===== src/rtl/tdt_dm_rst_pkg.sv =====
// Shared encodings and defaults for the debug-module reset generator.
package tdt_dm_rst_pkg;

  typedef enum logic [2:0] {
    ST_IDLE      = 3'd0,
    ST_ASSERT    = 3'd1,
    ST_HOLD      = 3'd2,
    ST_RELEASE   = 3'd3,
    ST_WAIT_DONE = 3'd4
  } rst_state_e;

  typedef enum logic {
    RST_SYS  = 1'b0,
    RST_HART = 1'b1
  } rst_type_e;

  localparam int unsigned DEF_MIN_ASSERT_CYC = 16;
  localparam int unsigned DEF_DONE_TIMEOUT   = 1024;
  localparam int unsigned DEF_CNT_W          = 10;

  // Reset outputs are low only while the sequence is asserting or holding.
  function automatic logic rst_active(input rst_state_e st);
    return (st == ST_ASSERT) || (st == ST_HOLD);
  endfunction

endpackage


===== src/rtl/tdt_dm_rst_gen.sv =====
// Debug-side reset generator: stretches ndmreset/hartreset requests into
// registered active-low resets and reports sticky havereset/timeout status.
module tdt_dm_rst_gen
  import tdt_dm_rst_pkg::*;
#(
  parameter int unsigned MIN_ASSERT_CYC = DEF_MIN_ASSERT_CYC,
  parameter int unsigned DONE_TIMEOUT   = DEF_DONE_TIMEOUT,
  parameter int unsigned CNT_W          = DEF_CNT_W
) (
  input  logic sys_apb_clk,
  input  logic sys_apb_rst,
  input  logic pad_yy_scan_mode,
  input  logic pad_yy_scan_rst_b,
  input  logic dm_ndmreset_req,
  input  logic dm_hartreset_req,
  input  logic dm_ackhavereset,
  input  logic sys_rst_done,
  output logic dm_sys_rst_b,
  output logic dm_hart_rst_b,
  output logic dm_havereset,
  output logic dm_rst_timeout,
  output logic dm_rst_busy
);

  localparam logic [CNT_W-1:0] ASSERT_LAST  = CNT_W'(MIN_ASSERT_CYC - 1);
  localparam logic [CNT_W-1:0] TIMEOUT_LAST = CNT_W'(DONE_TIMEOUT - 1);

  rst_state_e       state_q, state_d;
  rst_type_e        type_q, type_d;
  logic [CNT_W-1:0] cnt_q, cnt_d;
  logic             sys_rst_b_q, hart_rst_b_q;
  logic             havereset_q, timeout_q, busy_q;
  logic             set_havereset, set_timeout;
  logic             req_latched, upgrade;

  assign req_latched = (type_q == RST_SYS) ? dm_ndmreset_req : dm_hartreset_req;
  assign upgrade     = (type_q == RST_HART) && dm_ndmreset_req;

  always_comb begin
    state_d       = state_q;
    type_d        = type_q;
    cnt_d         = cnt_q;
    set_havereset = 1'b0;
    set_timeout   = 1'b0;
    case (state_q)
      ST_IDLE: begin
        if (dm_ndmreset_req) begin
          type_d  = RST_SYS;
          state_d = ST_ASSERT;
          cnt_d   = '0;
        end else if (dm_hartreset_req) begin
          type_d  = RST_HART;
          state_d = ST_ASSERT;
          cnt_d   = '0;
        end
      end
      ST_ASSERT: begin
        cnt_d = cnt_q + 1'b1;
        if (upgrade) begin
          type_d = RST_SYS;
          cnt_d  = '0;
        end else if (cnt_q == ASSERT_LAST) begin
          state_d = req_latched ? ST_HOLD : ST_RELEASE;
        end
      end
      ST_HOLD: begin
        if (upgrade) begin
          type_d  = RST_SYS;
          cnt_d   = '0;
          state_d = ST_ASSERT;
        end else if (!req_latched) begin
          state_d = ST_RELEASE;
        end
      end
      ST_RELEASE: begin
        cnt_d = '0;
        if (type_q == RST_HART) begin
          set_havereset = 1'b1;
          state_d       = ST_IDLE;
        end else begin
          state_d = ST_WAIT_DONE;
        end
      end
      ST_WAIT_DONE: begin
        cnt_d = cnt_q + 1'b1;
        if (sys_rst_done) begin
          set_havereset = 1'b1;
          state_d       = ST_IDLE;
        end else if (cnt_q == TIMEOUT_LAST) begin
          set_havereset = 1'b1;
          set_timeout   = 1'b1;
          state_d       = ST_IDLE;
        end
      end
      default: state_d = ST_IDLE;
    endcase
  end

  // Reset outputs and busy are decoded from the next state so they switch
  // on the same edge the state register does.
  always_ff @(posedge sys_apb_clk) begin
    if (sys_apb_rst) begin
      state_q      <= ST_IDLE;
      type_q       <= RST_HART;
      cnt_q        <= '0;
      sys_rst_b_q  <= 1'b1;
      hart_rst_b_q <= 1'b1;
      busy_q       <= 1'b0;
    end else begin
      state_q      <= state_d;
      type_q       <= type_d;
      cnt_q        <= cnt_d;
      sys_rst_b_q  <= !(rst_active(state_d) && (type_d == RST_SYS));
      hart_rst_b_q <= !rst_active(state_d);
      busy_q       <= (state_d != ST_IDLE);
    end
  end

  always_ff @(posedge sys_apb_clk) begin
    if (sys_apb_rst) begin
      havereset_q <= 1'b0;
      timeout_q   <= 1'b0;
    end else begin
      if (set_havereset)        havereset_q <= 1'b1;
      else if (dm_ackhavereset) havereset_q <= 1'b0;
      if (set_timeout)          timeout_q   <= 1'b1;
      else if (dm_ackhavereset) timeout_q   <= 1'b0;
    end
  end

  assign dm_sys_rst_b   = pad_yy_scan_mode ? pad_yy_scan_rst_b : sys_rst_b_q;
  assign dm_hart_rst_b  = pad_yy_scan_mode ? pad_yy_scan_rst_b : hart_rst_b_q;
  assign dm_havereset   = havereset_q;
  assign dm_rst_timeout = timeout_q;
  assign dm_rst_busy    = busy_q;

endmodule


===== config.mk =====
export PLATFORM = sky130hd
export DESIGN_NAME = tdt_dm_rst_gen
export DESIGN_NICKNAME = d
export VERILOG_FILES = /design/src/rtl/tdt_dm_rst_pkg.sv /design/src/rtl/tdt_dm_rst_gen.sv
export SDC_FILE = /design/constraint.sdc
export NUM_CORES = 1
export LEC_CHECK = 0
export CAP_MARGIN = 10
export CORE_MARGIN = 10
export CORE_UTILIZATION = 48
export DETAILED_ROUTE_END_ITERATION = 16
export GPL_TIMING_DRIVEN = 1
export PLACE_DENSITY = 0.81
export SYNTH_ARGS = -nofsm -noshare
export SYNTH_HDL_FRONTEND = slang
export SYNTH_SLANG_ARGS = --single-unit

===== constraint.sdc =====
create_clock -name sys_apb_clk -period 1.79 [get_ports sys_apb_clk]
set_clock_uncertainty 0.15 [all_clocks]
set_input_delay 0.2685 -clock sys_apb_clk [delete_from_list [all_inputs] [get_ports sys_apb_clk]]
set_output_delay 0.2685 -clock sys_apb_clk [all_outputs]
set_load 0.01 [all_outputs]

==> reports/results.ini, run 1 <==
[detailed_routing]
totalWireLength_um=2350
vias_per_cell=5.39
drtAntennaViolNets=0
drc=0
vias=868
drtIter0Drc=20
firstDrtPassIters=4
wire_per_inst_um=14.6

[setup_path]
critPathRequiredTime_ns=1.85
worstSetupPathType=flip-flop to flip-flop
crit_fanout=3
cp_cell_sequence=nor4b_4, nand4b_1, a221o_1, xor2_2, nand2b_1
worstSetupStartpointType=flip-flop
slowest_stage=a221o_1
slowest_delay_ns=0.40
critPathArrivalTime_ns=1.80
crit_family=simple AND/OR/NAND/NOR gates
end_kind=flip-flop
path_buf_inv=0

[global_route]
antenna_found_initial=0
track_usage_pct=10.9
grt_max_degree=12
overflow=0
grt_pass1_wl_um=3910
grt_pass1_vias=903

[logic_synthesis]
synth_cells=114
synth_area_um2=1030
synthDominantCellAreaShare_pct=36.8
yosysTopAreaCell=dfxtp_1
synth_nets=123
ys_types=36
avgSynthCellArea_um2=9.07
ys_seq_elements=19
async_flop_share_pct=0
synth_warnings=0
synth.area.top_cells=dfxtp_1 37%, xor2_1 5.9%, nor2_1 5.4%
synth-seq-area-share_pct=36.8
synth_edf_count=0
synth_ff_type=dfxtp_1

[layout]
instances_no_fill=161
layout-drive-gt1-share_pct=17.9
n_antenna_cell=0
layout_common_cells=18 x dfxtp_1, 15 x nor2_1, 10 x nand2_1, 10 x clkdlybuf4s50_1, 9 x buf_4
nNetsFinal=144
final_common_cell=dfxtp_1
area_growth_pct=21.4

[power_and_ir_drop]
irDropWorstVdd_mv=0.474
p_leak_nw=0.477
switching_share_pct=25.3
p_clk_share_pct=27.9
p_comb_share_pct=15.2
p_switching_mw=0.197
intPower_mw=0.583
p_per_area_nw_per_um2=622
seqPwrFrac_pct=56.8

[cts]
clockBufferDepth=2
cts_hold_buf=0
cts_tree=yes
clkTransAtPathRegs_ns=0.11
cts_root_buffer=clkbuf_4
clock-sinks=19
insertion_delay_ns=0.31
cts_max_level=1
cts_made_buffers=3

[sta]
max_slew.worst_pin.slew_ns=0.331
fin_crit_ns=1.75
worst_hold_slack_ns=0.334
slew_violations=0
setup_violations=0
min_period_over_period_pct=97.5
slew_headroom_pct=77.9
hold_viol_final=0
clock.fmax_mhz=573
rsz0062_at_grt=true

[job]
drv_cap=0

[floorplanning]
rows=16
die_x_um=66.4
die_area_um2=4410
io_pins=13
fp.dieH_um=66.4
core_um2=2000
start_util_pct=51.6

[min_path]
hold_path_class=flip-flop to flip-flop

[place]
place.gp.congestion=0.907
hpwlAfterDp_um=1790
io_buffers=12
place_inst=156

[run_status]
status=complete, no violations

-- layout make-up --
class                   instances  area (um^2)
fillers                       173          747
multi-input cells              84          589
flip-flops and latches         19          382
repair buffers                 22          205
well taps                      27         33.8
clock buffers                   4         26.3
inverters                       5         18.8
-- cells in the mapped netlist, types with 2 or more instances --
library cell  number
xnor2_1            3
nand3_1            5
nand2_1           10
clkbuf_8           2
nand4_1            2
a21oi_1            6
nand2b_1           3
nor2b_1            3
o32a_1             2
xor2_1             7
nor2_1            15
dfxtp_1           19
nor3_2             2
buf_2              2
nand4b_1           2
o21ai_0            4
a31oi_1            3
inv_1              5
nor4b_4            2
-- flip-flops by register name, indices dropped and copies added (netlist names) --
| register | flops |
|---|---|
| dm_havereset | 1 |
| type_q | 1 |
| dm_rst_timeout | 1 |
| state_q | 3 |
| dm_rst_busy | 1 |
| hart_rst_b_q | 1 |
| cnt_q | 10 |
| sys_rst_b_q | 1 |
-- through the flow --
step                      util [%]  power [mW]  setup slack, ns  area [um^2]  TNS, ns
final                         62.7       0.780           0.0445         1250        0
after global routing          62.7       0.807          -0.0408         1250  -0.0604
after CTS                     62.1       0.784           0.0105         1240        0
after detailed placement      60.5       0.572           -0.263         1210    -3.10
after global placement        60.5       0.568           -0.230         1210    -2.42
after floorplan                  -       0.516           0.0762         1030        0
-- worst paths after layout --
kind	depth (start not counted)	endpoint	startpoint	slack, ns
max	5	sys_rst_b_q	cnt_q[6]	0.04
min	2	dm_rst_timeout	dm_rst_timeout	0.33
max reg2reg	5	sys_rst_b_q	cnt_q[6]	0.04
min reg2reg	2	dm_rst_timeout	dm_rst_timeout	0.33
-- worst reg2reg max path, delay by kind of cell, from the launching register on --
kind / cells / cell delay (ns)
compound gates: 1 / 0.40
flops: 1 / 0.37
simple gates: 3 / 0.52
xor+xnor: 1 / 0.21
-- timing repair --
item                       in CTS  in global routing
setup endpoints to repair       4                 11
resized for setup               3                  3
pin swaps                       1                  2
setup buffers                   0                  1
-- layer usage --
layer / global-route usage, % / wire length, um / vias to the layer above
met2: 19.3 / 1220 / 15
met4: 3.14 / 12 / 0
met1: 11.5 / 996 / 410
met3: 4.41 / 121 / 3
li1: - / - / 440
met5: 0 / 0 / -
-- power by group through the flow --
| stage | combinational [mW] | clock, mW | sequential (mW) |
|---|---|---|---|
| 6_report | 0.119 | 0.218 | 0.444 |
| 3_5_place_dp | 0.119 | 0 | 0.453 |
| 4_1_cts | 0.118 | 0.223 | 0.443 |
| 5_1_grt | 0.129 | 0.232 | 0.445 |
| 3_3_place_gp | 0.116 | 0 | 0.452 |
| 2_1_floorplan | 0.0671 | 0 | 0.449 |
-- kinds of logic (layout without fill, tap and decap cells) --
| kind of cell | count (synthesis) | in the layout | synth area share [%] |
|---|---|---|---|
| AND/OR/NAND/NOR | 50 | 50 | 28.9 |
| AO/OA/AOI/OAI | 23 | 23 | 17.3 |
| flip-flops | 19 | 19 | 36.8 |
| buffers and inverters | 11 | 31 | 7.26 |
| XOR/XNOR | 10 | 10 | 8.48 |
| adder cells (fa/ha/maj) | 1 | 1 | 1.21 |
No activity file was read; power rests on OpenSTA's default activity.
==> run 2: changes to the inputs <==
- SLEW_MARGIN: not set -> 40
==> results of run 2 <==
The final DEF is identical to that of run 1; final timing and power are the same.
==> run 3: changes to the inputs <==
- CTS_CLUSTER_SIZE: not set -> 24
==> results of run 3 <==
The final DEF is identical to that of run 1; final timing and power are the same.
